`src/rtl/led_scan_controller.sv`:
```
// Four-digit seven-segment scan controller with per-slot blanking and frame-synchronous double-buffered data.
// Optional build macro LEADING_ZERO_BLANK_EN suppresses anodes of leading zero digits.
module led_scan_controller #(
    parameter int unsigned REFRESH_DIV  = 3125,
    parameter int unsigned BLANK_CYCLES = 64
) (
    input  logic        clk,
    input  logic        reset,
    input  logic [15:0] data_in,
    input  logic [3:0]  dp_in,
    input  logic        load,
    output logic [3:0]  char,
    output logic        an3,
    output logic        an2,
    output logic        an1,
    output logic        an0,
    output logic        dp,
    output logic        frame_done
);

    localparam int unsigned CNT_W  = 16;
    localparam int unsigned DATA_W = 16;
    localparam int unsigned DP_W   = 4;
    localparam int unsigned BUF_W  = DATA_W + DP_W;

    localparam logic [CNT_W-1:0] BLANK_LAST = CNT_W'(BLANK_CYCLES - 1);
    localparam logic [CNT_W-1:0] SLOT_LAST  = CNT_W'(REFRESH_DIV - 1);

    typedef enum logic {
        BLANK = 1'b0,
        SHOW  = 1'b1
    } state_t;

    state_t             state, state_nxt;
    logic [CNT_W-1:0]   cnt, cnt_nxt;
    logic [1:0]         idx, idx_nxt;
    logic [BUF_W-1:0]   shadow, shadow_nxt;
    logic [BUF_W-1:0]   display, display_nxt;
    logic               pending, pending_nxt;

    logic [3:0]         char_nxt;
    logic [3:0]         an, an_nxt;
    logic               dp_nxt;
    logic               frame_done_nxt;
    logic               frame_end;
    logic [3:0]         lz_blank;
    logic [DP_W-1:0]    dp_bits;

    // State and registered outputs
    always_ff @(posedge clk) begin
        if (reset) begin
            state      <= BLANK;
            cnt        <= '0;
            idx        <= 2'd3;
            shadow     <= '0;
            display    <= '0;
            pending    <= 1'b0;
            char       <= 4'h0;
            an         <= 4'b1111;
            dp         <= 1'b1;
            frame_done <= 1'b0;
        end else begin
            state      <= state_nxt;
            cnt        <= cnt_nxt;
            idx        <= idx_nxt;
            shadow     <= shadow_nxt;
            display    <= display_nxt;
            pending    <= pending_nxt;
            char       <= char_nxt;
            an         <= an_nxt;
            dp         <= dp_nxt;
            frame_done <= frame_done_nxt;
        end
    end

    // Outputs are computed from next-state values so they line up with the slot position
    always_comb begin
        state_nxt      = state;
        cnt_nxt        = cnt + CNT_W'(1);
        idx_nxt        = idx;
        shadow_nxt     = shadow;
        display_nxt    = display;
        pending_nxt    = pending;
        frame_end      = (idx == 2'd0) && (cnt == SLOT_LAST);
        lz_blank       = 4'b0000;
        dp_bits        = '0;
        char_nxt       = 4'h0;
        an_nxt         = 4'b1111;
        dp_nxt         = 1'b1;
        frame_done_nxt = 1'b0;

        case (state)
            BLANK: begin
                if (cnt == BLANK_LAST) begin
                    state_nxt = SHOW;
                end
            end
            SHOW: begin
                if (cnt == SLOT_LAST) begin
                    cnt_nxt   = '0;
                    idx_nxt   = idx - 2'd1;
                    state_nxt = BLANK;
                end
            end
            default: begin
                state_nxt = BLANK;
            end
        endcase

        // Commit takes the pre-edge shadow; a load on the same edge stays pending
        if (frame_end) begin
            if (pending) begin
                display_nxt = shadow;
            end
            pending_nxt = load;
        end else if (load) begin
            pending_nxt = 1'b1;
        end
        if (load) begin
            shadow_nxt = {dp_in, data_in};
        end

`ifdef LEADING_ZERO_BLANK_EN
        lz_blank[3] = (display_nxt[15:12] == 4'h0) && !display_nxt[19];
        lz_blank[2] = lz_blank[3] && (display_nxt[11:8] == 4'h0) && !display_nxt[18];
        lz_blank[1] = lz_blank[2] && (display_nxt[7:4] == 4'h0) && !display_nxt[17];
`endif

        dp_bits  = display_nxt[BUF_W-1:DATA_W];
        char_nxt = display_nxt[{idx_nxt, 2'b00} +: 4];
        if (state_nxt == SHOW) begin
            if (!lz_blank[idx_nxt]) begin
                an_nxt[idx_nxt] = 1'b0;
            end
            dp_nxt = ~dp_bits[idx_nxt];
        end
        frame_done_nxt = (idx_nxt == 2'd0) && (cnt_nxt == SLOT_LAST);
    end

    assign an3 = an[3];
    assign an2 = an[2];
    assign an1 = an[1];
    assign an0 = an[0];

endmodule

```
`config.mk`:
```
export PLATFORM = sky130hd
export DESIGN_NAME = led_scan_controller
export DESIGN_NICKNAME = d
export VERILOG_FILES = /design/src/rtl/led_scan_controller.sv
export SDC_FILE = /design/constraint.sdc
export NUM_CORES = 1
export LEC_CHECK = 0
export CAP_MARGIN = 25
export CELL_PAD_IN_SITES_DETAIL_PLACEMENT = 0
export CELL_PAD_IN_SITES_GLOBAL_PLACEMENT = 2
export CORE_MARGIN = 2
export CORE_UTILIZATION = 35
export CTS_CLUSTER_DIAMETER = 100
export CTS_CLUSTER_SIZE = 14
export DETAILED_ROUTE_END_ITERATION = 8
export GPL_TIMING_DRIVEN = 0
export PLACE_DENSITY = 0.87
export SKIP_LAST_GASP = 1
export SYNTH_ARGS = -nofsm -noshare
export SYNTH_HDL_FRONTEND = slang
export SYNTH_SLANG_ARGS = --single-unit
```
`constraint.sdc`:
```
create_clock -name clk -period 2.8 [get_ports clk]
set_clock_uncertainty 0.05 [all_clocks]
set_input_delay 0.56 -clock clk [delete_from_list [all_inputs] [get_ports clk]]
set_output_delay 0.56 -clock clk [all_outputs]
set_load 0.02 [all_outputs]
```
==> impl_metrics.py <==
metrics = {
    "run_status": {
        "outcome": "completed",
    },
    "worst_setup_path": {
        "r2r_cells": 7,
        "path_max_fanout": 6,
        "r2r_end": "char[3]$_SDFF_PP0_",
        "crit_family": "simple AND/OR/NAND/NOR gates",
        "cpPeakStageDelay_ns": 0.56,
        "arrival_ns": 2.83,
        "r2r_slack_ns": 0.13,
        "start_kind": "register",
        "cp_slowest_cell": "nor4_2",
        "r2r_start": "cnt[14]$_SDFF_PP0_",
        "worst-path-buf-inv": 1,
        "cp.required_ns": 2.96,
        "crit_type": "reg2reg",
        "worst_setup_path_end_kind": "register",
        "cp_cell_sequence": "buf_2, or4_4, nor4_2, a211oi_1, a31oi_1, o22a_1, a21oi_2",
    },
    "cells_and_area": {
        "finish.utilization_pct": 43.4,
        "final_common_cell": "dfxtp_1",
        "mostFrequentLayoutCells": "70 x dfxtp_1, 64 x nor2_1, 39 x mux2i_1",
        "final_cell_area_sq_mm": 0.00356,
        "stdcell_count": 455,
        "nets": 372,
        "area_growth_syn_to_layout_pct": 20.3,
        "diodes": 0,
        "drive_gt1_share_pct": 11.7,
    },
    "floorplan": {
        "dieArea_sq_mm": 0.00922,
        "die_x_microns": 96.0,
        "rows": 33,
        "ioPinCount": 33,
        "start_util_pct": 36.1,
        "core-area_sq_mm": 0.00822,
        "die_h_microns": 96.0,
    },
    "pwr": {
        "p_sw_mw": 0.444,
        "p_seq_share_pct": 56.5,
        "power_frac_comb_pct": 5.3,
        "internal_power_mw": 1.38,
        "p_per_area_mw_per_mm2": 513,
        "leakagePower_nw": 1.32,
        "power_mw": 1.83,
        "ir_drop_v": 0.000208,
        "power.share.clock_pct": 38.3,
        "netSwitchingFraction_pct": 24.3,
    },
    "hold_path": {
        "holdPathEnd": "display[3]$_SDFF_PP0_",
        "hp-class": "reg2reg",
        "hold_path_depth": 2,
        "min-delay-start": "display[3]$_SDFF_PP0_",
    },
    "grt": {
        "grt_max_degree": 13,
        "grt_usage_pct": 15.1,
        "antenna_found_initial": 0,
        "grt_overflow_total": 0,
        "grt_pass1_vias": 2059,
        "grt_pass1_wl_microns": 10300,
    },
    "sta": {
        "whs_ns": 0.439,
        "fmax_mhz": 374,
        "finalSetupViolCount": 0,
        "rsz0062_at_grt": "false",
        "fin_crit_ns": 2.67,
        "hold_violations": 0,
        "tightest_slew_ns": 0.782,
        "slew_violations": 0,
        "slew_headroom_pct": 47.5,
        "setup-tns-final_ns": 0,
        "period_share_pct": 95.5,
        "layout_setup_ws_ns": 0.127,
    },
    "route": {
        "drc_errors": 0,
        "drt_iter0_drc": 61,
        "wl_microns": 6350,
        "dr.pass1.iters": 4,
        "wl_per_cell_microns": 14.0,
        "drtAntennaViolNets": 0,
        "viasPerCell": 4.73,
        "vias": 2153,
        "top_layer": "met4",
        "met2_length_microns": 2790,
        "wl_met1_microns": 3240,
        "wl_met3_microns": 201,
    },
    "clock_network": {
        "cts_sinks": 70,
        "clk_pin_slew_ns": 0.07,
        "cts_root_buf": "clkbuf_8",
        "htree_num_levels": 3,
        "cts-buffers-inserted": 9,
        "cts_tree": "done",
        "clock_path_buffers": 2,
        "clk_latency_ns": 0.34,
    },
    "placement": {
        "port_buffers": 30,
        "dp_cells": 440,
        "gp_congestion": 0.787,
        "dp_slack_ns": 0.119,
        "post-dp-hpwl_microns": 4480,
        "placed_area_sq_mm": 0.00339,
    },
    "synthesis": {
        "synth_area_sq_mm": 0.00296,
        "syn_nets": 331,
        "ys_seq_area_share_pct": 47.3,
        "synth_cells": 305,
        "yosysWarnings": 0,
        "syn_avg_cell_area_sq_um": 9.71,
        "async_flop_share_pct": 0,
        "synthFlopType": "dfxtp_1",
        "ys_seq_elements": 70,
        "ys_types": 44,
        "synth_edf_count": 0,
    },
    "run": {
        "cap_violations": 0,
    },
}
## cells by family (layout without fill, tap and decap cells)
logic type,Yosys count,count (layout),share of synthesized area [%]
AOI/OAI and AO/OA,33,33,9.04
xor gates and xnor gates,17,17,5.03
adders and majority gates,3,3,1.27
buffers and inverters,26,71,5.15
DFF,70,70,47.3
muxes,39,39,13.2
and+or+nand+nor,117,117,19.0
## power by group through the flow
| stage | Combinational, mW | Sequential [mW] | Clock, mW |
|---|---|---|---|
| final | 0.0960 | 1.03 | 0.699 |
| after global routing | 0.108 | 1.03 | 0.761 |
| after CTS | 0.0986 | 1.03 | 0.726 |
| after detailed placement | 0.0976 | 1.05 | 0 |
| after global placement | 0.0964 | 1.05 | 0 |
| after floorplan | 0.0542 | 1.05 | 0 |
## registers in the layout, summed over array words and instances, names as in the netlist
signal,cells
idx,2
state,1
char,4
dp,1
an,4
cnt,16
shadow,20
display,20
pending,1
frame_done,1
## worst max-delay path by stage
stage | to | slack (ns) | startpoint | cells past startpoint
2_1_floorplan | char[0]$_SDFF_PP0_ | 0.53 | cnt[8]$_SDFF_PP0_ | 9
3_3_place_gp | char[1]$_SDFF_PP0_ | 0.11 | cnt[14]$_SDFF_PP0_ | 7
3_5_place_dp | char[1]$_SDFF_PP0_ | 0.12 | cnt[14]$_SDFF_PP0_ | 7
4_1_cts | char[2]$_SDFF_PP0_ | 0.09 | cnt[14]$_SDFF_PP0_ | 7
5_1_grt | char[3]$_SDFF_PP0_ | 0.005 | cnt[7]$_SDFF_PP0_ | 7
6_report | char[3]$_SDFF_PP0_ | 0.13 | cnt[14]$_SDFF_PP0_ | 7
## cell type report
class                      instances  area, sq um
buffer                            18          123
fill                             822         4650
clock buffer                       9          124
clock inverter                     6         38.8
timing repair buffer              30          300
sequential                        70         1400
multi-input combinational        209         1420
inverter                           8         30.0
tap                              105          131
## synth_stat cells (2+ instances only)
cell type | n | area [sq um]
o22a_1 | 5 | 43.8
o21ai_0 | 2 | 10.0
clkbuf_1 | 8 | 30.0
a21oi_1 | 2 | 10.0
mux2i_1 | 39 | 390
a21oi_2 | 4 | 35.0
nor2_1 | 64 | 240
nand3_1 | 4 | 20.0
ha_1 | 3 | 37.5
buf_12 | 2 | 40.0
buf_1 | 2 | 7.51
nor3_1 | 6 | 30.0
buf_2 | 3 | 15.0
dfxtp_1 | 70 | 1400
and2_1 | 4 | 25.0
xnor2_1 | 11 | 96.3
nor4_2 | 2 | 25.0
o22a_2 | 3 | 30.0
nand2b_1 | 6 | 37.5
nand4_1 | 6 | 37.5
nor4_1 | 3 | 18.8
a31oi_2 | 2 | 25.0
buf_6 | 2 | 22.5
a31oi_1 | 4 | 25.0
xor2_1 | 6 | 52.6
and3_1 | 5 | 31.3
a211oi_1 | 4 | 30.0
inv_1 | 8 | 30.0
nand2_1 | 10 | 37.5
## worst reg2reg max path, stage by stage (launching register included)
cell and delay, ns:
dfxtp_1 0.30, buf_2 0.15, or4_4 0.55, nor4_2 0.56
a211oi_1 0.18, a31oi_1 0.40, o22a_1 0.28, a21oi_2 0.07
## layer usage
layer | vias to the layer above | track usage, %
li1 | 1129 | -
met5 | - | 0
met4 | 0 | 7.50
met2 | 28 | 22.7
met1 | 988 | 20.4
met3 | 8 | 3.05
## repair_timing
action                     4_1_cts  5_1_grt
setup endpoints to repair        0        5
gates resized for setup          0        1
hold buffers                     0        0
buffers inserted                 0        0
Note: power is estimated with default switching activity, not from simulation.
